File: src/rtl/decoder_scan_n.sv
// decoder_scan_n
//   Registered SEL_W-to-2^SEL_W one-hot decoder with enable, for digit/row
//   strobes of multiplexed displays and scanned keypads.
//   DIRECT mode decodes sel with one clock of latency. SCAN mode walks the
//   active line through every output, holding each for dwell+1 cycles.
//
// Parameters
//   SEL_W    select width; OUT_W = 2**SEL_W output lines
//   DWELL_W  width of the dwell input and dwell counter
//
// Ports
//   clk      rising-edge clock
//   rst_n    asynchronous active-low reset
//   en       1: outputs active, 0: y forced to zero (state returns to IDLE)
//   mode     0: DIRECT, 1: SCAN
//   sel      select index used in DIRECT mode
//   dwell    SCAN hold time minus one, sampled live every cycle
//   y        registered one-hot output, all-zero when idle or blanking
//   cur_sel  index currently driven on y (next index while blanking)
//   wrap     one-cycle pulse when the scan shows index 0 after OUT_W-1
//
// Configuration
//   DEC_BLANK_EN  when defined, SCAN inserts one all-zero BLANK cycle
//                 between consecutive lines to suppress ghosting.
module decoder_scan_n #(
  parameter int SEL_W   = 2,
  parameter int DWELL_W = 8
) (
  input  logic                  clk,
  input  logic                  rst_n,
  input  logic                  en,
  input  logic                  mode,
  input  logic [SEL_W-1:0]      sel,
  input  logic [DWELL_W-1:0]    dwell,
  output logic [(2**SEL_W)-1:0] y,
  output logic [SEL_W-1:0]      cur_sel,
  output logic                  wrap
);

  localparam int OUT_W = 2**SEL_W;

  typedef enum logic [1:0] {
    S_IDLE   = 2'd0,
    S_DIRECT = 2'd1,
    S_SCAN   = 2'd2,
    S_BLANK  = 2'd3
  } state_t;

  state_t             state_q, state_d;
  logic [DWELL_W-1:0] cnt_q, cnt_d;
  logic [OUT_W-1:0]   y_d;
  logic [SEL_W-1:0]   cur_sel_d;
  logic               wrap_d;

  logic               step;
  logic [SEL_W-1:0]   next_idx;

  function automatic logic [OUT_W-1:0] dec(input logic [SEL_W-1:0] s);
    dec = OUT_W'(1) << s;
  endfunction

  // Compare with >= so that lowering dwell below the running count
  // advances on the very next cycle instead of waiting for a counter wrap.
  assign step     = (state_q == S_SCAN) && (cnt_q >= dwell);
  // Natural SEL_W-bit overflow gives the OUT_W-1 -> 0 wrap for free.
  assign next_idx = cur_sel_q_plus1();

  function automatic logic [SEL_W-1:0] cur_sel_q_plus1();
    cur_sel_q_plus1 = cur_sel + SEL_W'(1);
  endfunction

  // ---------------------------------------------------------------------
  // State register
  // ---------------------------------------------------------------------
  always_ff @(posedge clk or negedge rst_n) begin
    if (!rst_n) state_q <= S_IDLE;
    else        state_q <= state_d;
  end

  // ---------------------------------------------------------------------
  // Next-state logic
  // ---------------------------------------------------------------------
  always_comb begin
    state_d = state_q;
    if (!en) begin
      state_d = S_IDLE;
    end else begin
      case (state_q)
        S_IDLE:   state_d = mode ? S_SCAN : S_DIRECT;
        S_DIRECT: if (mode) state_d = S_SCAN;
        S_SCAN: begin
          if (!mode) state_d = S_DIRECT;
`ifdef DEC_BLANK_EN
          else if (step) state_d = S_BLANK;
`endif
        end
        // The blank slot always returns to the scan unless mode dropped.
        S_BLANK:  state_d = mode ? S_SCAN : S_DIRECT;
        default:  state_d = S_IDLE;
      endcase
    end
  end

  // ---------------------------------------------------------------------
  // Output logic: next values of the registered outputs, keyed on the
  // transition so every output lands in the same cycle as the new state.
  // ---------------------------------------------------------------------
  always_comb begin
    y_d       = '0;
    cur_sel_d = cur_sel;
    cnt_d     = cnt_q;
    wrap_d    = 1'b0;
    case (state_d)
      S_IDLE: begin
        cur_sel_d = '0;
        cnt_d     = '0;
      end
      S_DIRECT: begin
        cur_sel_d = sel;
        cnt_d     = '0;
        y_d       = dec(sel);
      end
      S_SCAN: begin
        if (state_q == S_SCAN) begin
          if (step) begin
            cur_sel_d = next_idx;
            cnt_d     = '0;
            y_d       = dec(next_idx);
            wrap_d    = (next_idx == '0);
          end else begin
            cnt_d     = cnt_q + DWELL_W'(1);
            y_d       = dec(cur_sel);
          end
        end else if (state_q == S_BLANK) begin
          // cur_sel already advanced on entry to BLANK.
          cnt_d  = '0;
          y_d    = dec(cur_sel);
          wrap_d = (cur_sel == '0);
        end else begin
          // Fresh entry from IDLE or DIRECT always restarts at line 0
          // and never flags a wrap.
          cur_sel_d = '0;
          cnt_d     = '0;
          y_d       = dec('0);
        end
      end
      S_BLANK: begin
        cur_sel_d = next_idx;
        cnt_d     = '0;
      end
      default: begin
        cur_sel_d = '0;
        cnt_d     = '0;
      end
    endcase
  end

  // ---------------------------------------------------------------------
  // Output / datapath registers
  // ---------------------------------------------------------------------
  always_ff @(posedge clk or negedge rst_n) begin
    if (!rst_n) begin
      y       <= '0;
      cur_sel <= '0;
      wrap    <= 1'b0;
      cnt_q   <= '0;
    end else begin
      y       <= y_d;
      cur_sel <= cur_sel_d;
      wrap    <= wrap_d;
      cnt_q   <= cnt_d;
    end
  end

endmodule

File: config.mk
export PLATFORM = sky130hd
export DESIGN_NAME = decoder_scan_n
export DESIGN_NICKNAME = d
export VERILOG_FILES = /design/src/rtl/decoder_scan_n.sv
export SDC_FILE = /design/constraint.sdc
export NUM_CORES = 1
export LEC_CHECK = 0
export ABC_AREA = 1
export CAP_MARGIN = 40
export CORE_UTILIZATION = 26
export CTS_BUF_LIST = sky130_fd_sc_hd__clkbuf_4 sky130_fd_sc_hd__clkbuf_8
export CTS_CLUSTER_SIZE = 14
export DETAILED_ROUTE_END_ITERATION = 7
export HOLD_SLACK_MARGIN = 0.1
export PLACE_DENSITY = 0.52
export SYNTH_ARGS = -nofsm -noshare
export SYNTH_HDL_FRONTEND = slang
export SYNTH_SLANG_ARGS = --single-unit
export TNS_END_PERCENT = 5
File: constraint.sdc
create_clock -name clk -period 3.5 [get_ports clk]
set_clock_uncertainty 0.1 [all_clocks]
set_input_delay 0.35 -clock clk [delete_from_list [all_inputs] [get_ports clk]]
set_output_delay 0.35 -clock clk [all_outputs]
set_load 0.03 [all_outputs]
Yosys cells after proc, flatten, opt, wreduce, memory -nomap -nowiden
Cells that the tools add are included.
{"block": "word_totals", "output_inout_bits": 7, "reg_bits": 17, "in_bits": 14, "word_cells": 47}
{"block": "op_classes", "n_shift": 3, "n_addsub": 2, "order_cmp": 1, "eq_ne": 8, "n_mux": 20, "reduce_logical": 8}
{"cell": "8-bit two-way mux", "count": 2}
{"cell": "8-bit one-hot mux with 2 select lines", "count": 1}
{"cell": "2-bit two-way mux", "count": 7}
{"cell": "4-bit two-way mux", "count": 3}
{"cell": "1-bit by 2-bit left shift with 4-bit output (first input constant)", "count": 3}
{"cell": "8-bit by 1-bit adder with 8-bit output (second input constant)", "count": 1}
{"cell": "2-bit equality test (second input constant)", "count": 4}
{"cell": "8-bit >= comparator", "count": 1}
{"cell": "2-bit logical NOT", "count": 4}
{"cell": "2-bit one-hot mux with 4 select lines", "count": 1}
{"cell": "4-bit one-hot mux with 2 select lines", "count": 1}
{"cell": "3-bit inequality test (second input constant)", "count": 2}
{"cell": "2-bit one-hot mux with 3 select lines", "count": 1}
{"cell": "2-bit by 1-bit equality test with 1-bit output (second input constant)", "count": 2}
{"cell": "1-bit two-way mux", "count": 4}
{"cell": "3-bit OR reduction", "count": 1}
{"cell": "2-bit by 1-bit adder with 2-bit output (second input constant)", "count": 1}
{"cell": "2-bit AND reduction", "count": 1}
{"cell": "2-bit OR reduction", "count": 1}
{"cell": "1-bit logical AND", "count": 1}

Logic depth before layout (Yosys ltp)
Gate-level depths: netlist of the first run.
{"block": "depth", "ltp_word": 7, "ltp_mapped": 14, "mapped_depth_nobuf": 14}

Worst setup path before layout of the first run
No wires, ideal clock.
{"block": "synth_path", "path_kind": "flip-flop to flip-flop", "start": "register state_q[0]", "end": "register cur_sel[1]", "required_time_ns": 3.324, "setup_ns": 0.076, "stages_incl_launch_ff": 13, "t_arrival_ns": 2.007, "synth_period_minus_slack_ns": 2.184, "slack_ns": 1.316, "path_cell_list": "dfrtp_1 > inv_1 > ha_1 > buf_2 > nand2_1 > a31oi_1 > ha_1 > a21oi_1 > o21ai_0 > nand2_1 > inv_1 > nand2_1 > o21ai_1"}
{"block": "synth_between", "elab_chain_len": 7, "elab_cells_between_ends": 19, "classes_between": "eq/ne: 8; mux: 6; reduce/logical: 5"}
{"item": "from (decl)", "line": "49", "text": "state_t state_q, state_d;"}
{"item": "from (signal assigned)", "line": "77", "text": "else state_q <= state_d;"}
{"item": "2-bit equality test / 2-bit logical NOT (equally long branches)", "line": "88", "text": "case (state_q)"}
{"item": "2-bit OR reduction (no source line)"}
{"item": "2-bit one-hot mux with 3 select lines *", "line": "88"}
{"item": "2-bit two-way mux *", "line": "85", "text": "if (!en) begin"}
{"item": "named net state_d[1]", "line": "49"}
{"item": "2-bit equality test", "line": "113", "text": "case (state_d)"}
{"item": "3-bit inequality test (no source line)"}
{"item": "2-bit AND reduction (no source line)"}
{"item": "to (signal assigned)", "line": "169", "text": "cur_sel <= cur_sel_d;"}
{"item": "to (decl)", "line": "36", "text": "output logic [SEL_W-1:0] cur_sel,"}
The timed path passes the listed nets; every way through them passes the cells marked *.
A chain may end at the register's enable or synchronous reset.

Worst setup path in the final report of the first run
Same ends and word-level chain as after synthesis.

==> impl_metrics.toml, run 1 <==
[outcome]
status = "complete, no violations"

[die]
io_pins = 21
die_h_um = 73.3
fp.dieW_um = 73.3
core-area_mm2 = 0.00482
core.rowCount = 25
dieArea_mm2 = 0.00537
start_util_pct = 27.4

[worst_setup_path]
cp-end-kind = "flip-flop"
cp.required_ns = 3.58
setup.worst_path.class = "flip-flop to flip-flop"
start_kind = "flip-flop"
cp.arrival_ns = 2.57
cp_max_fo = 15

[sta]
setup_viol = 0
fmax_mhz = 402
whs_ns = 0.394
min_period_ns = 2.49
period_share_pct = 71.1
tightest_slew_ns = 0.772
rsz0062_at_grt = "no"
hold_viol = 0
max_slew_margin_pct = 48.4
drv_slew = 0
fin_setup_tns_ns = 0

[logic_synthesis]
netlist.area_leader.share_pct = 32.2
synthSimpleGateAreaFrac_pct = 22.8
synthAdderAreaFrac_pct = 21.8
synth_nets = 200
syn-instance-count = 163
yosys_warnings = 0
synth_top_family_by_area = "simple AND/OR/NAND/NOR gates"
synthTopCellsByArea = "dfrtp_1 (32%), ha_1 (22%), inv_1 (9.7%)"
seq_area_frac_synth_pct = 32.2
synth_top_cell_by_area = "dfrtp_1"
syn_area_mm2 = 0.00132
synth-seq-cells = 17
syn_area_per_cell_um2 = 8.11
synthMuxAreaShare_pct = 0
synth.distinct_cells = 26
synth_compound_area_share_pct = 9.85
synth-xor-area-share_pct = 3.31

[global_route]
grt_pass1_wl_um = 4070
grt_use_total_pct = 9.76
grt_max_degree = 18
grt_overflow = 0
grt_pass1_vias = 969
antenna_found_initial = 0

[placement]
placed_area_mm2 = 0.00160
io_buffers = 20
globalplace.congestion = 0.715
place_inst = 249
dp_hpwl_um = 1900

[cts]
clock-sinks = 17
insertion_delay_ns = 0.25
cts_buffer_depth = 2
cts_made_buffers = 3
cts_resized = 0
post_cts_buffers = 0
clkTransAtPathRegs_ns = 0.07
htree_levels = 1
cts-root-buf = "clkbuf_8"
cts_hold_buf = 0
cts_tree = "yes"

[final_layout]
layout_commonest_cell = "inv_1"
nets = 224
final_cell_mix = "inv_1 (34), nand2_1 (25), ha_1 (23)"
syn2layout_area_growth_pct = 24.8
diodes = 0
nFillCells = 540
drive_gt1_share_pct = 6.45
fin_cells = 253
design_area_mm2 = 0.00165

[detailed_routing]
dr.pass1.iters = 4
dr.first_iter.drc_count = 16
routed_wl_um = 2380
drc = 0
vias_per_cell = 4.08
routedWlPerCell_um = 9.41
vias = 1031
antenna_left = 0

[min_path]
hp-class = "flip-flop to flip-flop"

[pwr]
p_leak_uw = 0.000836
irDropWorstVdd_v = 0.0000989
p_per_area_mw_per_mm2 = 286

[job]
maxCapViolCount = 0
==> where the power goes <==
| part | switching (µW) | total, µW | internal [µW] |
|---|---|---|---|
| Combinational | 63.3 | 109 | 45.5 |
| Sequential | 6.05 | 209 | 203 |
| Clock | 65.0 | 153 | 88.4 |
| Total | 134 | 471 | 337 |
==> cell usage after synthesis (all sizes together) <==
cell / n
nand2: 29
o211ai: 1
nor2: 15
nor3b: 1
o21bai: 1
o21a: 1
buf: 1
ha: 23
nand3: 14
inv: 34
a21oi: 8
nand4: 1
nand3b: 2
a31oi: 1
dfrtp: 17
a21o: 1
a2bb2oi: 1
xor2: 4
xnor2: 1
a21boi: 1
o21ai: 6
==> final cells by class <==
type | count | area (µm²) | share of cell area (%)
clock buffers | 4 | 48.8 | 2.96
repair buffers | 20 | 200 | 12.1
well taps | 67 | 83.8 | 5.08
inverters | 34 | 128 | 7.74
flip-flops and latches | 17 | 425 | 25.8
multi-input cells | 111 | 763 | 46.3
==> routing by layer <==
layer	part of all wire [%]	track usage [%]
met1	50	12.9
met2	45	16.4
met3	4.6	1.37
met4	0.88	3.27
met5	0	0
==> per-stage QoR <==
step	setup WS (ns)	utilization [%]	total power, µW
5_1_grt	0.732	34.2	501
3_3_place_gp	1.09	33.2	322
4_1_cts	0.995	34.2	480
2_1_floorplan	1.32	-	281
3_5_place_dp	1.01	33.2	322
6_report	1.01	34.2	471
==> sequential cells by signal, indices dropped and copies added (netlist names) <==
name / cells
cur_sel: 2
y: 4
wrap: 1
state_q: 2
cnt_q: 8
==> worst paths after layout <==
kind,cells past startpoint,slack [ns],end,from
setup reg to reg,11,1.01,cur_sel[1]$_DFFE_PN0P_,state_q[0]$_DFF_PN0_
max in group asynchronous,1,2.36,cnt_q[2]$_DFF_PN0_,rst_n
hold reg to reg,1,0.39,cnt_q[0]$_DFF_PN0_,cnt_q[0]$_DFF_PN0_
hold / removal,1,0.39,cnt_q[0]$_DFF_PN0_,cnt_q[0]$_DFF_PN0_
min in group asynchronous,1,0.45,cur_sel[1]$_DFFE_PN0P_,rst_n
setup / recovery,11,1.01,cur_sel[1]$_DFFE_PN0P_,state_q[0]$_DFF_PN0_
==> cells by family after synthesis <==
group | after synthesis
AOI/OAI and AO/OA | 21
xor gates and xnor gates | 5
adders and majority gates | 23
buffers and inverters | 35
DFF | 17
and+or+nand+nor | 62
==> worst max-delay path, cell delays in order (launching register included) <==
cell	delay [ns]
dfrtp_1	0.42
inv_1	0.09
ha_1	0.50
nand2_1	0.09
a31oi_1	0.40
ha_1	0.30
a21oi_1	0.11
o21ai_0	0.19
nand2_1	0.06
inv_1	0.05
nand2_1	0.04
o21ai_1	0.06
No activity file was read; power rests on OpenSTA's default activity.
==> run 2, diff against run 1 <==
- clock period: 3.5 -> 2.46 ns (I/O delays scaled with it)
==> run 2 against run 1 <==
Net effect: sequential share of layout area fell by 0.35 points; die area did not move; via count fell by 0.58%; flip-flop and latch count did not move; non-clock buffer count rose by 1; critical path type unchanged; largest power group unchanged.
==> impl_metrics.toml, run 2 (same netlist as run 1, synthesis figures left out) <==
[outcome]
status = "complete, no violations"

[die]
core.rowCount = 25
fp.dieW_um = 73.3
start_util_pct = 27.4
io_pins = 21
core-area_mm2 = 0.00482
dieArea_mm2 = 0.00537
die_h_um = 73.3

[worst_setup_path]
start_kind = "flip-flop"
cp-end-kind = "flip-flop"
crit_top_cell = "nand2_1"
cp.required_ns = 2.50
worst_path_max_delay_cell = "dfrtp_1"
critical_path.cell_chain = "inv_1, ha_1, o211ai_1, nand2_1, nand2_1, inv_1, ha_1, a21oi_1, a2bb2oi_1, nor2_1, nand2_1, o21ai_1"
cp_max_fo = 4
max_stage_delay_ns = 0.39
cp.arrival_ns = 2.24
setup.worst_path.class = "flip-flop to flip-flop"

[sta]
fin_setup_tns_ns = 0
setup_viol = 0
drv_slew = 0
min_period_ns = 2.19
hold_viol = 0
whs_ns = 0.344
rsz0062_at_grt = "no"
worst_slack_ns = 0.265
tightest_slew_ns = 0.776
period_share_pct = 89.2
max_slew_margin_pct = 48.1
fmax_mhz = 456

[min_path]
hp-class = "primary input to asynchronous set/reset pin"

[detailed_routing]
routedWlPerCell_um = 9.48
vias = 1025
dr.first_iter.drc_count = 12
routed_wl_um = 2410
vias_per_cell = 4.04
dr.pass1.iters = 4
antenna_left = 0
drc = 0

[cts]
cts_buffer_depth = 2
insertion_delay_ns = 0.25
cts_tree = "yes"
htree_levels = 1
cts-root-buf = "clkbuf_8"
post_cts_buffers = 0
cts_made_buffers = 3
cts_hold_buf = 0
cts_resized = 0
clock-sinks = 17
clkTransAtPathRegs_ns = 0.07

[placement]
dp_hpwl_um = 1920
io_buffers = 20
globalplace.congestion = 0.744
preCtsSetupSlack_ns = 0.186

[global_route]
grt_pass1_vias = 995
grt_overflow = 0
grt_use_total_pct = 9.96
grt_max_degree = 18
grt_pass1_wl_um = 4150
antenna_found_initial = 0

[final_layout]
drive_gt1_share_pct = 8.02
diodes = 0
final_cell_mix = "inv_1 (34), nand2_1 (25), ha_1 (22)"
syn2layout_area_growth_pct = 26.5
layout_commonest_cell = "inv_1"
largest_reg_flops = 8
final_util_pct = 34.7
top_register = "cnt_q"
nets = 225
top_regs = "cnt_q x8, y x4"

[pwr]
irDropWorstVdd_v = 0.000339
p_leak_uw = 0.000840
p_per_area_mw_per_mm2 = 400

[job]
maxCapViolCount = 0
==> run 2: layout make-up <==
type	instances	area [µm²]
Timing Repair Buffer	21	208
Fill cell	520	3150
Sequential cell	17	425
Multi-Input combinational cell	111	781
Clock inverter	1	5.00
Tap cell	67	83.8
Inverter	34	128
Clock buffer	3	41.3
==> run 2: metal layers <==
metal  GRT usage [%]  part of all wire [%]  up-vias  wire, µm
li1                -                     -      561         -
met1            12.0                    49      444      1180
met2            17.5                    46       16      1110
met3            3.02                   4.2        4       100
met4            1.96                  0.71        0        17
met5               0                     0        -         0
==> run 2: worst paths after layout <==
check,startpoint,end,cells after the start,slack (ns)
setup / recovery,state_q[0]$_DFF_PN0_,cur_sel[0]$_DFFE_PN0P_,12,0.27
hold / removal,rst_n,cur_sel[1]$_DFFE_PN0P_,1,0.34
setup reg to reg,state_q[0]$_DFF_PN0_,cur_sel[0]$_DFFE_PN0P_,12,0.27
hold reg to reg,cnt_q[0]$_DFF_PN0_,cnt_q[0]$_DFF_PN0_,1,0.39
max in group asynchronous,rst_n,cnt_q[6]$_DFF_PN0_,1,1.43
min in group clk,cnt_q[0]$_DFF_PN0_,cnt_q[0]$_DFF_PN0_,1,0.39
==> run 2: where the power goes <==
group	leakage, µW	internal [µW]	switching, µW	total [µW]
combinational	0.000580	68.4	94.4	163
clock	0.0000255	112	96.9	209
sequential	0.000235	288	8.30	297
==> run 2: critical path, delay by kind of cell, from the launching register on <==
family	cells	cell delay [ns]
AOI/OAI and AO/OA	4	0.58
adders and majority gates	2	0.52
DFF	1	0.39
and+or+nand+nor	4	0.31
buffers and inverters	2	0.17
==> run 2: per-stage QoR <==
step / power (µW) / cell area (µm²) / cells
finish: 669 / 1670 / 254
global route: 714 / 1670 / 254
floorplan: 400 / 1320 / 163
global placement: 460 / 1610 / 250
detailed placement: 459 / 1610 / 250
CTS: 672 / 1650 / 254
==> run 3, diff against run 2 <==
- MAX_ROUTING_LAYER: not set -> met4
==> run 3 against run 2 <==
Net effect: clock power is essentially flat; final cell count unchanged; non-clock buffer count is the same; register-to-register slack barely moved; hold slack about the same; final area unchanged; total power about the same; worst setup slack did not move; first-iteration DRC count unchanged; largest power group unchanged; highest routed layer unchanged.
==> impl_metrics.toml, run 3 (same netlist as run 1, synthesis figures left out) <==
[pwr]
intPower_uw = 469
irDropWorstVdd_v = 0.000339
pwr-share-seq_pct = 44.4
p_leak_uw = 0.000840
combinationalPowerShare_pct = 24.3
power.share.clock_pct = 31.3
swShare_pct = 29.8
switchingPower_uw = 199
p_per_area_mw_per_mm2 = 400

[placement]
globalplace.congestion = 0.753
io_buffers = 20
dp_hpwl_um = 1920

[final_layout]
final_cell_mix = "inv_1 (34), nand2_1 (25), ha_1 (22)"
syn2layout_area_growth_pct = 26.5
largest_reg_flops = 8
nets = 225
final_util_pct = 34.7
top_regs = "cnt_q x8, y x4"
drive_gt1_share_pct = 8.02
nFillCells = 520
multi_input_area_um2 = 781
diodes = 0
regArea_um2 = 425
top_register = "cnt_q"
layout_commonest_cell = "inv_1"

[cts]
insertion_delay_ns = 0.25
clock-sinks = 17
cts-root-buf = "clkbuf_8"
cts_buffer_depth = 2
cts_made_buffers = 3
clkTransAtPathRegs_ns = 0.07
htree_levels = 1
cts_tree = "yes"
post_cts_buffers = 0

[detailed_routing]
dr.pass1.iters = 4
vias = 1028
drc = 0
antenna_left = 0
vias_per_cell = 4.05
routedWlPerCell_um = 9.46
routed_wl_um = 2400
dr.first_iter.drc_count = 12

[global_route]
grt_pass1_vias = 996
grt_pass1_wl_um = 4150
grt_max_degree = 18
grt_use_total_pct = 10.3
antenna_found_initial = 0
grt_overflow = 0

[die]
io_pins = 21
start_util_pct = 27.4
core.rowCount = 25
fp.dieW_um = 73.3
dieArea_mm2 = 0.00537
core-area_mm2 = 0.00482
die_h_um = 73.3

[worst_setup_path]
cp_max_fo = 4
crit_top_cell = "nand2_1"
setup.worst_path.class = "flip-flop to flip-flop"
critical_path.cell_chain = "inv_1, ha_1, o211ai_1, nand2_1, nand2_1, inv_1, ha_1, a21oi_1, a2bb2oi_1, nor2_1, nand2_1, o21ai_1"
path_delay_family = "compound AO/OA/AOI/OAI gates"
start_kind = "flip-flop"
cp.required_ns = 2.50
max_stage_delay_ns = 0.39
cp.arrival_ns = 2.24
worst_path_max_delay_cell = "dfrtp_1"
worst-path-buf-inv = 2
cp-end-kind = "flip-flop"

[job]
maxCapViolCount = 0

[sta]
rsz0062_at_grt = "no"
setup_viol = 0
period_share_pct = 89.2
fin_setup_tns_ns = 0
min_period_ns = 2.19
max_slew_margin_pct = 48.1
fmax_mhz = 456
hold_viol = 0
drv_slew = 0
tightest_slew_ns = 0.777

[outcome]
status = "complete, no violations"

[min_path]
hp-class = "primary input to asynchronous set/reset pin"
## run 3: cell counts in the layout (fill, tap and decap cells not counted)
No cell type changed its count.
## run 3: timing repair
action / 4_1_cts / 5_1_grt
setup endpoints to repair: 0 / 6
hold buffers: 0 / 0
resized for setup: 0 / 3
## run 3: final timing paths
kind,start,to,slack [ns],depth (start not counted)
max reg2reg,state_q[0]$_DFF_PN0_,cur_sel[0]$_DFFE_PN0P_,0.27,12
min reg2reg,cnt_q[0]$_DFF_PN0_,cnt_q[0]$_DFF_PN0_,0.39,1
max,state_q[0]$_DFF_PN0_,cur_sel[0]$_DFFE_PN0P_,0.27,12
min in group clk,cnt_q[0]$_DFF_PN0_,cnt_q[0]$_DFF_PN0_,0.39,1
min,rst_n,cur_sel[1]$_DFFE_PN0P_,0.34,1
max in group asynchronous,rst_n,cnt_q[6]$_DFF_PN0_,1.43,1
## run 3: metrics by stage
stage	hold slack (ns)	std cells	worst slack (ns)	total power [µW]	area, µm²
floorplan	-0.150	163	0.276	400	1320
global placement	0.386	250	0.234	460	1610
global route	0.436	254	0.000343	714	1670
CTS	0.384	254	0.161	672	1650
finish	0.344	254	0.265	668	1670
detailed placement	0.386	250	0.186	459	1610
## run 3: per-layer routing
metal  track usage, %  share of wire (%)  up-vias
met5                -                  0        -
met4             1.96               0.71        0
met3             3.02                4.2        4
met2             17.5                 46       16
met1             12.0                 49      447
li1                 -                  -      561
## run 3: power groups by stage
| stage | combinational [µW] | sequential (µW) | clock, µW |
|---|---|---|---|
| after floorplan | 89.8 | 310 | 0 |
| after global placement | 157 | 303 | 0 |
| after detailed placement | 157 | 302 | 0 |
| after CTS | 158 | 297 | 217 |
| after global routing | 185 | 298 | 231 |
| final | 163 | 297 | 209 |
## run 3: layout make-up
type,instances,area share [%]
tap,67,5.01
clock buffer,3,2.47
clock inverter,1,0.299
sequential,17,25.4
multi-input combinational,111,46.7
inverter,34,7.63
timing repair buffer,21,12.4
